--- config.mk ---
export PLATFORM = sky130hd
export DESIGN_NAME = gba_fb_writer_flat
export DESIGN_NICKNAME = d
export VERILOG_FILES = /design/src/rtl/gba_fb_writer_if.sv /design/src/rtl/gba_fb_writer.sv /design/src/flat_wrapper.sv
export SDC_FILE = /design/constraint.sdc
export NUM_CORES = 1
export LEC_CHECK = 0
export CAP_MARGIN = 20
export CORE_AREA = 3 3 159 238
export CTS_CLUSTER_DIAMETER = 120
export DETAILED_ROUTE_END_ITERATION = 6
export DIE_AREA = 0 0 162 241
export PLACE_DENSITY = 0.81
export SYNTH_ARGS = -nofsm -noshare
export SYNTH_HDL_FRONTEND = slang
export SYNTH_SLANG_ARGS = --single-unit
--- constraint.sdc ---
create_clock -name fclk -period 6.65 [get_ports fclk]
set_clock_uncertainty 0.2 [all_clocks]
set_input_delay 0.665 -clock fclk [delete_from_list [all_inputs] [get_ports fclk]]
set_output_delay 0.665 -clock fclk [all_outputs]
set_load 0.01 [all_outputs]
--- src/rtl/gba_fb_writer_if.sv ---
// Framebuffer memory port: request/ack write-or-read channel plus read-data return.
interface gba_fb_writer_if;
  logic        mem_req;
  logic        mem_we;
  logic [15:0] mem_addr;
  logic [17:0] mem_wdata;
  logic        mem_ack;
  logic        mem_rvalid;
  logic [17:0] mem_rdata;

  modport master (
    output mem_req, mem_we, mem_addr, mem_wdata,
    input  mem_ack, mem_rvalid, mem_rdata
  );

  modport slave (
    input  mem_req, mem_we, mem_addr, mem_wdata,
    output mem_ack, mem_rvalid, mem_rdata
  );
endinterface

--- src/rtl/gba_fb_writer.sv ---
// GPU pixel stream -> FIFO -> framebuffer memory, with optional
// read-modify-write averaging against the stored pixel.
module gba_fb_writer #(
  parameter int unsigned FIFO_DEPTH = 16,
  parameter int unsigned FB_PIXELS  = 38400
) (
  input  logic                  fclk,
  input  logic                  reset_n,
  input  logic [15:0]           pixel_in_addr,
  input  logic [17:0]           pixel_in_data,
  input  logic                  pixel_in_we,
  input  logic                  blend_en,
  gba_fb_writer_if.master       mem,
  output logic                  overflow,
  input  logic                  overflow_clr,
  output logic                  frame_done,
  output logic                  busy
);

  localparam int unsigned AW        = $clog2(FIFO_DEPTH);
  localparam logic [15:0] LAST_ADDR = 16'(FB_PIXELS - 1);

  typedef enum logic [1:0] {IDLE, RD_REQ, RD_WAIT, WR_REQ} state_t;

  state_t      state, state_nxt;
  logic [15:0] fifo_addr [FIFO_DEPTH];
  logic [17:0] fifo_data [FIFO_DEPTH];
  logic [AW:0] wr_ptr, rd_ptr;
  logic        full, empty, push, pop;
  logic [15:0] cur_addr;
  logic [17:0] cur_data, blend_data;

  // Per-channel average: 7-bit sum, keep the upper six bits, no cross-channel carry.
  function automatic logic [5:0] avg6(input logic [5:0] a, input logic [5:0] b);
    logic [6:0] s;
    s = {1'b0, a} + {1'b0, b};
    return s[6:1];
  endfunction

  assign empty = (wr_ptr == rd_ptr);
  assign full  = (wr_ptr[AW] != rd_ptr[AW]) && (wr_ptr[AW-1:0] == rd_ptr[AW-1:0]);
  assign push  = pixel_in_we && !full;
  assign pop   = (state == IDLE) && !empty;

  assign blend_data = {avg6(cur_data[17:12], mem.mem_rdata[17:12]),
                       avg6(cur_data[11:6],  mem.mem_rdata[11:6]),
                       avg6(cur_data[5:0],   mem.mem_rdata[5:0])};

  always_ff @(posedge fclk) begin
    if (push) begin
      fifo_addr[wr_ptr[AW-1:0]] <= pixel_in_addr;
      fifo_data[wr_ptr[AW-1:0]] <= pixel_in_data;
    end
  end

  always_ff @(posedge fclk or negedge reset_n) begin
    if (!reset_n) begin
      state      <= IDLE;
      wr_ptr     <= '0;
      rd_ptr     <= '0;
      cur_addr   <= '0;
      cur_data   <= '0;
      overflow   <= 1'b0;
      frame_done <= 1'b0;
    end else begin
      state <= state_nxt;
      if (push)
        wr_ptr <= wr_ptr + 1'b1;
      if (pop) begin
        rd_ptr   <= rd_ptr + 1'b1;
        cur_addr <= fifo_addr[rd_ptr[AW-1:0]];
        cur_data <= fifo_data[rd_ptr[AW-1:0]];
      end else if (state == RD_WAIT && mem.mem_rvalid) begin
        cur_data <= blend_data;
      end
      // A drop in the same cycle as a clear keeps the flag set.
      if (pixel_in_we && full)
        overflow <= 1'b1;
      else if (overflow_clr)
        overflow <= 1'b0;
      frame_done <= (state == WR_REQ) && mem.mem_ack && (cur_addr == LAST_ADDR);
    end
  end

  // blend_en is consumed at pop time only, so it selects the path out of IDLE.
  always_comb begin
    state_nxt = state;
    unique case (state)
      IDLE:    if (!empty)          state_nxt = blend_en ? RD_REQ : WR_REQ;
      RD_REQ:  if (mem.mem_ack)     state_nxt = RD_WAIT;
      RD_WAIT: if (mem.mem_rvalid)  state_nxt = WR_REQ;
      WR_REQ:  if (mem.mem_ack)     state_nxt = IDLE;
      default:                      state_nxt = IDLE;
    endcase
  end

  assign mem.mem_req   = (state == RD_REQ) || (state == WR_REQ);
  assign mem.mem_we    = (state == WR_REQ);
  assign mem.mem_addr  = cur_addr;
  assign mem.mem_wdata = cur_data;
  assign busy          = !empty || (state != IDLE);

endmodule
--- src/flat_wrapper.sv ---
// flat-port wrapper written by rule: the top's interface ports become plain ports
module gba_fb_writer_flat 
#(
  parameter int unsigned FIFO_DEPTH = 16,
  parameter int unsigned FB_PIXELS  = 38400
)
  (fclk, reset_n, pixel_in_addr, pixel_in_data, pixel_in_we, blend_en, overflow, overflow_clr, frame_done, busy, mem_mem_req, mem_mem_we, mem_mem_addr, mem_mem_wdata, mem_mem_ack, mem_mem_rvalid, mem_mem_rdata);
  gba_fb_writer_if mem_i ();
  input  logic fclk;
  input  logic reset_n;
  input  logic [15:0] pixel_in_addr;
  input  logic [17:0] pixel_in_data;
  input  logic pixel_in_we;
  input  logic blend_en;
  output logic overflow;
  input  logic overflow_clr;
  output logic frame_done;
  output logic busy;
  output wire logic [$bits(mem_i.mem_req)-1:0] mem_mem_req;
  output wire logic [$bits(mem_i.mem_we)-1:0] mem_mem_we;
  output wire logic [$bits(mem_i.mem_addr)-1:0] mem_mem_addr;
  output wire logic [$bits(mem_i.mem_wdata)-1:0] mem_mem_wdata;
  input wire logic [$bits(mem_i.mem_ack)-1:0] mem_mem_ack;
  input wire logic [$bits(mem_i.mem_rvalid)-1:0] mem_mem_rvalid;
  input wire logic [$bits(mem_i.mem_rdata)-1:0] mem_mem_rdata;
  assign mem_mem_req = mem_i.mem_req;
  assign mem_mem_we = mem_i.mem_we;
  assign mem_mem_addr = mem_i.mem_addr;
  assign mem_mem_wdata = mem_i.mem_wdata;
  assign mem_i.mem_ack = mem_mem_ack;
  assign mem_i.mem_rvalid = mem_mem_rvalid;
  assign mem_i.mem_rdata = mem_mem_rdata;
  gba_fb_writer #(.FIFO_DEPTH(FIFO_DEPTH), .FB_PIXELS(FB_PIXELS)) u_core (.fclk(fclk), .reset_n(reset_n), .pixel_in_addr(pixel_in_addr), .pixel_in_data(pixel_in_data), .pixel_in_we(pixel_in_we), .blend_en(blend_en), .mem(mem_i), .overflow(overflow), .overflow_clr(overflow_clr), .frame_done(frame_done), .busy(busy));
endmodule
==> impl_table.tex, run 1 <==
\begin{tabular}{lr}
\hline
Metric & Value \\
\hline
\multicolumn{2}{l}{\textbf{Status}} \\
\quad Status & completed \\
\multicolumn{2}{l}{\textbf{GRT}} \\
\quad Pin count of the biggest net entering global routing & 61 \\
\quad Antenna violations before repair & 1 \\
\quad Vias in the first global route & 12500 \\
\quad First-pass GRT wire length & 78300 um \\
\quad GRT Util Overall & 0.276 \\
\quad Remaining global-route overflow & 0 \\
\multicolumn{2}{l}{\textbf{Hold path}} \\
\quad Hold/Removal Path Class & in -> async \\
\multicolumn{2}{l}{\textbf{Clock tree}} \\
\quad Setup repair bufs after CTS & 0 \\
\quad CTS root buf & clkbuf\_16 \\
\quad Clock tree from TritonCTS & built \\
\quad CTS HTree Levels & 2 \\
\quad Quantity of hold-fixing buffers added after cts & 0 \\
\quad Clock Pin Slew Worst Setup and Hold Paths & 0.07 ns \\
\quad Number of buffers on the longest clock path & 3 \\
\quad Clock Latency Late Sink & 0.58 ns \\
\quad Number of gates resized after CTS & 0 \\
\quad Sink Count & 592 \\
\quad Clock buffers created by TritonCTS & 50 \\
\multicolumn{2}{l}{\textbf{Final layout}} \\
\quad Number of antenna cells inserted & 0 \\
\quad Final design area excluding fillers & 26400 um2 \\
\quad Net total in the final layout & 1316 \\
\quad Layout cells sized above 1 & 0.204 \\
\quad P\&R area growth vs syn & 13.4\% \\
\multicolumn{2}{l}{\textbf{STA}} \\
\quad Share of the cycle needed by the critical path after routing & 0.580 \\
\quad Total of endpoints with negative setup slack in the final report & 0 \\
\quad Total Neg Setup Slack & 0 ns \\
\quad Max Clk Rate & 259 MHz \\
\quad Final Slew Violations & 0 \\
\quad Setup slack of the critical path after layout & 2.79 ns \\
\quad Worst-margin pin slew & 1.11 ns \\
\quad Final hold vios & 0 \\
\quad Crit path time final & 3.86 ns \\
\quad Relative slew slack & 0.259 \\
\quad Unrepaired setup endpoints after global routing & no \\
\quad Worst-case hold slack & 0.0338 ns \\
\multicolumn{2}{l}{\textbf{Die}} \\
\quad Die Height & 241 um \\
\quad Core Rows & 85 \\
\quad I/O Pins & 98 \\
\quad Initial core utilization & 0.646 \\
\quad Die area & 39000 um2 \\
\quad Floorplan core area & 35900 um2 \\
\quad Die extent in x & 162 um \\
\multicolumn{2}{l}{\textbf{Setup path}} \\
\quad Data arrival, critical path & 4.11 ns \\
\quad CP bufs+invs & 2 \\
\quad Top delay family on crit path & buffers and inverters \\
\quad Worst setup EP type & register \\
\quad Most common cell type on the critical path & buf\_4 \\
\quad Critical path data required time & 6.90 ns \\
\quad WP depth & 6 \\
\quad Ordered list of cells on the worst path & buf\_4, buf\_4, mux4\_2, a22oi\_1, nand3\_1, o31a\_1 \\
\quad Delay of the slowest cell on the worst path & 0.92 ns \\
\quad Critical Path Start Type & register \\
\quad Critical path class & reg -> reg \\
\quad Crit path max fanout & 47 \\
\quad CP max-delay cell & dfrtp\_4 \\
\quad Worst r2r path cells & 6 \\
\multicolumn{2}{l}{\textbf{Yosys}} \\
\quad Fraction of the yosys area taken by sequential cells & 0.755 \\
\quad Yosys warning count & 0 \\
\quad Xor and xnor fraction of the mapped netlist area & 0.00678 \\
\quad Proportion of register bits with asynchronous set or reset after synthesis & 0.0811 \\
\quad Area fraction in and, or, nand and nor cells after synthesis & 0.0255 \\
\quad Share of the synthesized area in compound gates (AO/OA/AOI/OAI) & 0.0415 \\
\quad Avg Cell Area, Syn & 20.7 um2 \\
\quad Netlist area before placement & 23200 um2 \\
\quad Multiplexer area fraction after synthesis & 0.140 \\
\quad Combinational family with the most area after synthesis & multiplexers \\
\quad Distinct cell type count after synthesis & 48 \\
\quad Total nets after synthesis & 1208 \\
\quad Cell count after synthesis & 1121 \\
\quad \#FFs+latches synth & 592 \\
\quad Top flip-flop cell by instance count after synthesis & edfxtp\_1 \\
\quad Number of enable flip-flop cells after synthesis & 544 \\
\quad Arithmetic-cell share of the synthesized area counting full adders, half adders and majority gates & 0.0160 \\
\multicolumn{2}{l}{\textbf{Drt}} \\
\quad Detailed-route vias per instance & 6.74 \\
\quad Met1 wire length & 18600 um \\
\quad First drt pass iteration count & 5 \\
\quad Routed length on met3 & 4570 um \\
\quad Final Routed Wirelength & 52700 um \\
\quad Remaining antenna violation count after routing & 0 \\
\quad Detailed Route Iter0 Violations & 1421 \\
\quad Met2 layer wire length in the routed design & 27200 um \\
\quad Highest metal used & met5 \\
\quad Per-cell routed wire length & 30.1 um \\
\quad Final routed DRC violation total & 0 \\
\quad Routed vias & 11800 \\
\multicolumn{2}{l}{\textbf{Flow run}} \\
\quad Maximum capacitance violations & 0 \\
\multicolumn{2}{l}{\textbf{Power and ir drop}} \\
\quad Post-route total power & 11.2 mW \\
\quad Gate power share & 0.305 \\
\quad Switching power & 3.49 mW \\
\quad Clock network power share & 0.254 \\
\quad Part of the total power dissipated in sequential elements & 0.441 \\
\quad Worst vdd rail ir drop & 0.347 mV \\
\quad Sw Ratio & 0.311 \\
\quad Pint & 7.73 mW \\
\quad Cell Pwr Density & 426 nW/um2 \\
\quad Standby leakage power & 8.61 nW \\
\multicolumn{2}{l}{\textbf{Placed design}} \\
\quad DP Wirelength & 28600 um \\
\quad Place WS & 2.64 ns \\
\quad Area post-placement & 24700 um2 \\
\quad Number of I/O port buffers & 97 \\
\quad Global placement routability congestion & 0.808 \\
\hline
\end{tabular}
[per-layer routing]
metal,global-route usage,vias to the layer above
li1,-,4870
met1,0.353,6060
met2,0.459,702
met3,0.0634,149
met4,0.125,2
met5,0,-
[synth_stat cells (3+ instances only)]
library cell | count | area share
nand2_1 | 43 | 0.0069
mux2_2 | 6 | 0.0029
nand3b_1 | 3 | 0.00097
o21ai_0 | 26 | 0.0056
nand2b_1 | 6 | 0.0016
nor2b_1 | 6 | 0.0016
a221oi_1 | 20 | 0.0075
a21oi_1 | 18 | 0.0039
edfxtp_1 | 544 | 0.70
a21o_1 | 5 | 0.0016
nor2_1 | 14 | 0.0023
o211ai_1 | 4 | 0.0013
a22oi_1 | 19 | 0.0061
a22o_1 | 18 | 0.0068
mux2i_1 | 13 | 0.0056
buf_4 | 8 | 0.0026
inv_1 | 15 | 0.0024
and2_1 | 6 | 0.0016
mux4_2 | 136 | 0.13
buf_2 | 18 | 0.0039
ha_1 | 25 | 0.013
nand4_1 | 7 | 0.0019
a31oi_1 | 5 | 0.0013
a211oi_1 | 4 | 0.0013
and3_1 | 15 | 0.0040
clkbuf_1 | 28 | 0.0045
xnor2_1 | 16 | 0.0060
buf_1 | 5 | 0.00081
nand3_1 | 6 | 0.0013
dfrtp_1 | 48 | 0.052
nor3_1 | 6 | 0.0013
fa_1 | 3 | 0.0026
[worst reg2reg max path: cells and delay by family, from the launching register on]
family                 cells  cell delay (ns)
AO/OA/AOI/OAI              2             0.35
buffers and inverters      2             1.55
flip-flops                 1             0.92
multiplexers               1             0.61
AND/OR/NAND/NOR            1             0.12
[cell families after synthesis]
group,count (synthesis)
AOI/OAI and AO/OA,135
xor gates and xnor gates,18
adders and majority gates,28
buffers and inverters,76
DFF,592
muxes,155
and+or+nand+nor,117
[final cells by class]
class / count / area, um2
clock inverter: 23 / 204
clock buffer: 69 / 1370
multi-input combinational: 453 / 5390
tap: 478 / 598
sequential: 592 / 17500
fill: 2007 / 9590
timing repair buffer: 117 / 1190
inverter: 15 / 56.3
[flip-flops by register name, indices dropped and copies added, names as in the netlist]
signal and flops:
u_core.frame_done 1, u_core.mem.mem_wdata 18, u_core.mem.mem_addr 16, u_core.state 2
u_core.fifo_data 288, u_core.fifo_addr 256, u_core.wr_ptr 5, u_core.overflow 1
u_core.rd_ptr 5
[power groups by stage]
stage / Sequential (mW) / Combinational (mW) / Clock, mW
after global placement: 4.99 / 3.27 / 0
final: 4.95 / 3.42 / 2.85
after CTS: 4.95 / 3.42 / 2.87
after floorplan: 4.82 / 2.39 / 0
after global routing: 5.00 / 3.67 / 3.01
after detailed placement: 5.02 / 3.36 / 0
[stage by stage]
step,cells,utilization
5_1_grt,1747,0.733
3_5_place_dp,1649,0.686
6_report,1747,0.733
3_3_place_gp,1649,0.686
4_1_cts,1741,0.730
2_1_floorplan,1121,-
[layout by cell type (no fill, tap or decap), drive strengths merged, types with 13 or more instances in the layout]
master	n
clkbuf	69
clkdlybuf4s50	96
a22oi	19
dfrtp	48
inv	16
and3	15
nor2	14
buf	21
a221oi	20
nand2	43
a22o	18
ha	25
mux2i	13
mux4	136
edfxtp	544
a21oi	19
clkinv	16
xnor2	16
o21ai	26
[final timing paths]
| path | to | slack (ns) | startpoint |
|---|---|---|---|
| hold reg to reg | u_core.rd_ptr[4] | 0.31 | u_core.rd_ptr[4] |
| setup reg to reg | u_core.mem.mem_wdata[9] | 2.79 | u_core.rd_ptr[0] |
| max in group asynchronous | u_core.rd_ptr[0] | 5.62 | reset_n |
| min in group fclk | u_core.rd_ptr[4] | 0.31 | u_core.rd_ptr[4] |
| hold / removal | u_core.mem.mem_addr[5] | 0.03 | reset_n |
| setup / recovery | u_core.mem.mem_wdata[9] | 2.79 | u_core.rd_ptr[0] |
(Power assumes the default switching activity.)
==> inputs of run 2 (changes only) <==
Settings changed: CORE_AREA 3 3 159 238 to 3 3 174 261, DIE_AREA 0 0 162 241 to 0 0 177 264, PLACE_DENSITY 0.81 to 0.71.
Clock period 6.65 ns to 3.13 ns, I/O delays scaled along.
==> run 2 against run 1 <==
Net effect: setup slack got worse by 2.6 ns; critical endpoint is now busy; sequential cell count unchanged; non-clock buffer count increased by 48; die area increased by 20%; highest routed layer is now met4; clock-buffer cell count decreased by 10; hold slack improved by 0.078 ns; first-iteration DRC count decreased by 35%; largest power group unchanged; critical path depth decreased by 2; combinational power increased by 130%.
==> impl_table.tex, run 2 (synthesis gave the netlist of run 1 again) <==
\begin{tabular}{lr}
\hline
Metric & Value \\
\hline
\multicolumn{2}{l}{\textbf{Status}} \\
\quad Status & completed \\
\multicolumn{2}{l}{\textbf{Final layout}} \\
\quad Most frequent cells in the layout & 544 x edfxtp\_1, 136 x mux4\_2, 96 x clkdlybuf4s50\_1 \\
\quad P\&R area growth vs syn & 15.7\% \\
\quad Final Core Density & 0.623 \\
\quad Net total in the final layout & 1365 \\
\quad Most common cell after layout, fill and taps aside & edfxtp\_1 \\
\quad Layout cells sized above 1 & 0.233 \\
\quad Number of antenna cells inserted & 0 \\
\quad Fin cells & 1890 \\
\quad Final design area excluding fillers & 26900 um2 \\
\quad Number of flip-flops in the largest register & 288 \\
\multicolumn{2}{l}{\textbf{Flow run}} \\
\quad Maximum capacitance violations & 0 \\
\multicolumn{2}{l}{\textbf{Clock tree}} \\
\quad Sink Count & 592 \\
\quad Number of buffers on the longest clock path & 3 \\
\quad Clock tree from TritonCTS & built \\
\quad CTS root buf & clkbuf\_16 \\
\quad Clock buffers created by TritonCTS & 51 \\
\quad Number of gates resized after CTS & 0 \\
\quad Clock Pin Slew Worst Setup and Hold Paths & 0.07 ns \\
\quad CTS HTree Levels & 2 \\
\quad Clock Latency Late Sink & 0.59 ns \\
\multicolumn{2}{l}{\textbf{GRT}} \\
\quad Antenna violations before repair & 0 \\
\quad Pin count of the biggest net entering global routing & 49 \\
\quad Vias in the first global route & 12400 \\
\quad Remaining global-route overflow & 0 \\
\quad First-pass GRT wire length & 78400 um \\
\quad GRT Util Overall & 0.229 \\
\multicolumn{2}{l}{\textbf{Placed design}} \\
\quad Number of I/O port buffers & 97 \\
\quad Global placement routability congestion & 0.792 \\
\quad Number of placed cells counting well taps & 1794 \\
\quad Area post-placement & 25300 um2 \\
\quad DP Wirelength & 32200 um \\
\multicolumn{2}{l}{\textbf{Setup path}} \\
\quad Critical path class & reg -> out \\
\quad Ordered list of cells on the worst path & xnor2\_1, and4\_1, nand3\_1, clkdlybuf4s50\_1 \\
\quad Critical path data required time & 2.62 ns \\
\quad Worst setup EP type & primary output \\
\quad Delay of the slowest cell on the worst path & 0.61 ns \\
\quad Data arrival, critical path & 2.39 ns \\
\quad Critical Path Start Type & register \\
\quad CP max-delay cell & dfrtp\_4 \\
\quad Crit path max fanout & 16 \\
\multicolumn{2}{l}{\textbf{STA}} \\
\quad Relative slew slack & 0.321 \\
\quad Total Neg Setup Slack & 0 ns \\
\quad Final hold vios & 0 \\
\quad Final Slew Violations & 0 \\
\quad Share of the cycle needed by the critical path after routing & 0.927 \\
\quad Total of endpoints with negative setup slack in the final report & 0 \\
\quad Crit path time final & 2.90 ns \\
\quad Worst-case hold slack & 0.111 ns \\
\quad Unrepaired setup endpoints after global routing & no \\
\quad Max Clk Rate & 345 MHz \\
\quad Worst-margin pin slew & 1.02 ns \\
\multicolumn{2}{l}{\textbf{Drt}} \\
\quad Remaining antenna violation count after routing & 0 \\
\quad Detailed Route Iter0 Violations & 930 \\
\quad Final Routed Wirelength & 52400 um \\
\quad Routed vias & 11600 \\
\quad Detailed-route vias per instance & 6.15 \\
\quad Per-cell routed wire length & 27.7 um \\
\quad Final routed DRC violation total & 0 \\
\quad First drt pass iteration count & 6 \\
\multicolumn{2}{l}{\textbf{Power and ir drop}} \\
\quad Standby leakage power & 8.89 nW \\
\quad Cell Pwr Density & 898 nW/um2 \\
\quad Worst vdd rail ir drop & 0.609 mV \\
\multicolumn{2}{l}{\textbf{Die}} \\
\quad I/O Pins & 98 \\
\quad Floorplan core area & 43200 um2 \\
\quad Core Rows & 93 \\
\quad Die Height & 264 um \\
\quad Die area & 46700 um2 \\
\quad Die extent in x & 177 um \\
\quad Initial core utilization & 0.538 \\
\multicolumn{2}{l}{\textbf{Hold path}} \\
\quad Hold/Removal Path Class & in -> reg \\
\hline
\end{tabular}
[run 2: cell count changes in the layout (fill, tap and decap cells not counted), moves of 2 or more]
cell,before,now
buf_12,4,6
buf_4,15,61
bufinv_16,3,5
clkbuf_1,15,8
clkbuf_8,3,0
clkinv_1,4,13
inv_6,1,3
[run 2: routing by layer]
layer / wire length, um / GRT usage / vias up
met2: 27700 / 0.395 / 421
met5: 0 / 0 / -
met3: 3350 / 0.0406 / 103
met1: 19600 / 0.293 / 6133
li1: - / - / 4967
met4: 1760 / 0.0799 / 0
[run 2: path summary, 6_finish.rpt]
| path | startpoint | to | slack (ns) | cells past startpoint |
|---|---|---|---|---|
| max | u_core.rd_ptr[1] | busy | 0.23 | 4 |
| min | overflow_clr | u_core.overflow | 0.11 | 2 |
| max reg2reg | u_core.rd_ptr[1] | u_core.fifo_addr[2][12] | 0.48 | 6 |
| min reg2reg | u_core.wr_ptr[4] | u_core.wr_ptr[4] | 0.31 | 1 |
| max in group asynchronous | reset_n | u_core.rd_ptr[0] | 1.71 | 2 |
| min in group asynchronous | reset_n | u_core.mem.mem_wdata[17] | 0.27 | 2 |
[run 2: critical path, delay by kind of cell, from the launching register on]
family / cells / cell delay, ns
xor gates and xnor gates: 1 / 0.21
and+or+nand+nor: 2 / 0.46
DFF: 1 / 0.61
buffers and inverters: 1 / 0.53
[run 2: what timing repair did]
action	4_1_cts	5_1_grt
endpoints found under the hold margin	31	0
hold buffers	1	0
buffers inserted	0	0
[run 2: where the power goes]
part           switching (mW)  internal, mW  leakage, nW  total (mW)
clock                    2.72          3.41        0.794        6.13
sequential              0.581          9.70         5.49        10.3
combinational            4.12          3.62         2.60        7.74
[run 2: area by class of cell]
type | count | area (um2)
timing repair buffer | 165 | 1550
multi-input combinational | 453 | 5400
tap | 570 | 713
clock inverter | 36 | 313
clock buffer | 59 | 1310
fill | 2909 | 16300
inverter | 15 | 56.3
sequential | 592 | 17500
[run 2: through the flow]
stage	setup slack (ns)	total power, mW
6_report	0.229	24.2
2_1_floorplan	0.263	15.3
4_1_cts	0.216	24.4
3_3_place_gp	0.489	18.1
3_5_place_dp	0.466	18.2
5_1_grt	0.0903	25.3
==> inputs of run 3 (changes only) <==
Clock period 3.13 ns to 2.6 ns, I/O delays scaled along.
==> run 3 against run 2 <==
Net effect: hold slack got worse by 0.096 ns; die area unchanged; largest cell class unchanged; core utilization increased by 1.5 points; clock power increased by 22%; sequential cell count unchanged; sequential power increased by 19%; first-iteration DRC count increased by 16%; combinational power increased by 32%.
==> impl_table.tex, run 3 (synthesis gave the netlist of run 1 again) <==
\begin{tabular}{lr}
\hline
Metric & Value \\
\hline
\multicolumn{2}{l}{\textbf{Setup path}} \\
\quad Ordered list of cells on the worst path & xnor2\_1, and4\_4, nand3\_1, dlygate4sd2\_1 \\
\quad CP bufs+invs & 1 \\
\quad CP max-delay cell & dfrtp\_4 \\
\quad Critical path class & reg -> out \\
\quad WP depth & 4 \\
\quad Critical path data required time & 2.14 ns \\
\quad Crit path max fanout & 5 \\
\quad Critical Path Start Type & register \\
\quad Top delay family on crit path & flip-flops \\
\quad Worst r2r path cells & 7 \\
\quad Worst setup EP type & primary output \\
\quad Data arrival, critical path & 2.09 ns \\
\quad Delay of the slowest cell on the worst path & 0.55 ns \\
\multicolumn{2}{l}{\textbf{Drt}} \\
\quad First drt pass iteration count & 6 \\
\quad Final Routed Wirelength & 52700 um \\
\quad Per-cell routed wire length & 27.7 um \\
\quad Routed vias & 11800 \\
\quad Remaining antenna violation count after routing & 0 \\
\quad Detailed-route vias per instance & 6.19 \\
\quad Final routed DRC violation total & 0 \\
\quad Detailed Route Iter0 Violations & 1076 \\
\multicolumn{2}{l}{\textbf{Clock tree}} \\
\quad Number of buffers on the longest clock path & 3 \\
\quad Clock Latency Late Sink & 0.57 ns \\
\quad Sink Count & 592 \\
\quad CTS HTree Levels & 2 \\
\quad Clock Pin Slew Worst Setup and Hold Paths & 0.06 ns \\
\quad Clock buffers created by TritonCTS & 50 \\
\quad CTS root buf & clkbuf\_16 \\
\quad Clock tree from TritonCTS & built \\
\multicolumn{2}{l}{\textbf{Final layout}} \\
\quad Most frequent cells in the layout & 544 x edfxtp\_1, 136 x mux4\_2, 95 x clkdlybuf4s50\_1 \\
\quad Fin cells & 1902 \\
\quad Net total in the final layout & 1381 \\
\quad Sequential cell area & 17500 um2 \\
\quad Number of antenna cells inserted & 0 \\
\quad Area taken by multi-input logic gates & 5480 um2 \\
\quad Most common cell after layout, fill and taps aside & edfxtp\_1 \\
\quad Layout cells sized above 1 & 0.252 \\
\quad Number of flip-flops in the largest register & 288 \\
\quad P\&R area growth vs syn & 18.5\% \\
\quad Final design area excluding fillers & 27500 um2 \\
\quad Final Core Density & 0.638 \\
\quad Fill cells & 2850 \\
\multicolumn{2}{l}{\textbf{GRT}} \\
\quad Remaining global-route overflow & 0 \\
\quad Pin count of the biggest net entering global routing & 51 \\
\quad GRT Util Overall & 0.230 \\
\quad Vias in the first global route & 12400 \\
\quad Antenna violations before repair & 2 \\
\quad First-pass GRT wire length & 79000 um \\
\multicolumn{2}{l}{\textbf{Die}} \\
\quad Die area & 46700 um2 \\
\quad Die Height & 264 um \\
\quad I/O Pins & 98 \\
\quad Floorplan core area & 43200 um2 \\
\quad Die extent in x & 177 um \\
\quad Initial core utilization & 0.538 \\
\quad Core Rows & 93 \\
\multicolumn{2}{l}{\textbf{STA}} \\
\quad Crit path time final & 2.55 ns \\
\quad Setup slack of the critical path after layout & 0.0475 ns \\
\quad Final hold vios & 0 \\
\quad Worst-margin pin slew & 0.777 ns \\
\quad Relative slew slack & 0.480 \\
\quad Final Slew Violations & 0 \\
\quad Share of the cycle needed by the critical path after routing & 0.982 \\
\quad Unrepaired setup endpoints after global routing & yes \\
\quad Total of endpoints with negative setup slack in the final report & 0 \\
\quad Max Clk Rate & 392 MHz \\
\multicolumn{2}{l}{\textbf{Placed design}} \\
\quad Number of I/O port buffers & 97 \\
\quad DP Wirelength & 31700 um \\
\quad Global placement routability congestion & 0.830 \\
\quad Area post-placement & 25800 um2 \\
\quad Place WS & -0.310 ns \\
\quad Number of placed cells counting well taps & 1807 \\
\multicolumn{2}{l}{\textbf{Power and ir drop}} \\
\quad Post-route total power & 30.0 mW \\
\quad Worst vdd rail ir drop & 0.690 mV \\
\quad Cell Pwr Density & 1090 nW/um2 \\
\quad Standby leakage power & 9.12 nW \\
\multicolumn{2}{l}{\textbf{Status}} \\
\quad Status & completed \\
\multicolumn{2}{l}{\textbf{Flow run}} \\
\quad Maximum capacitance violations & 0 \\
\multicolumn{2}{l}{\textbf{Hold path}} \\
\quad Hold/Removal Path Class & in -> async \\
\hline
\end{tabular}
==> run 3: cell types whose count changed in the layout (fill, tap and decap cells not counted), moves of 3 or more <==
cell / change
a221oi_1: -4
buf_4: -17
buf_12: +29
a221oi_2: +3
clkbuf_1: +3
clkinv_1: -7
==> run 3: what timing repair did <==
action	in CTS	in global routing
endpoints found under the hold margin	48	0
gates cloned	0	1
endpoints found under the setup margin	5	7
resized for setup	7	10
setup buffers	3	0
hold buffers	1	0
==> run 3: cell type report <==
cell class	instances	area share
Sequential cell	592	0.637
Multi-Input combinational cell	453	0.199
Timing Repair Buffer	182	0.0765
Clock buffer	63	0.0483
Tap cell	570	0.0259
Clock inverter	27	0.0113
Inverter	15	0.00204
==> run 3: where the power goes <==
part | leakage, nW | switching, mW | total [mW] | internal [mW]
clock network | 0.805 | 3.19 | 7.50 | 4.32
registers | 5.49 | 0.640 | 12.3 | 11.7
logic | 2.82 | 5.24 | 10.2 | 4.93
total | 9.12 | 9.06 | 30.0 | 20.9
==> run 3: final timing paths <==
| kind | from | endpoint | slack [ns] |
|---|---|---|---|
| setup / recovery | u_core.rd_ptr[0] | busy | 0.05 |
| hold / removal | reset_n | u_core.mem.mem_wdata[9] | 0.02 |
| setup reg to reg | u_core.rd_ptr[0] | u_core.mem.mem_wdata[0] | 0.10 |
| hold reg to reg | u_core.wr_ptr[4] | u_core.wr_ptr[4] | 0.29 |
| max in group asynchronous | reset_n | u_core.rd_ptr[0] | 1.89 |
| min in group fclk | overflow_clr | u_core.overflow | 0.06 |
==> run 3: through the flow <==
step / TNS, ns / hold slack [ns]
4_1_cts: 0 / 0.0195
5_1_grt: -0.0101 / 0.0427
2_1_floorplan: -3.48 / -0.236
3_5_place_dp: -0.868 / 0.0754
6_report: 0 / 0.0158
3_3_place_gp: -0.723 / 0.0754
==> run 3: per-layer routing <==
metal / vias up / global-route usage / part of all wire
met3: 101 / 0.0407 / 0.073
met5: - / 0 / 0
met4: 0 / 0.0688 / 0.029
met2: 483 / 0.389 / 0.52
li1: 5003 / - / -
met1: 6191 / 0.309 / 0.38
==> run 3: worst min-delay path, delay by kind of cell <==
family	cells	cell delay [ns]
buffers and inverters	3	0.91
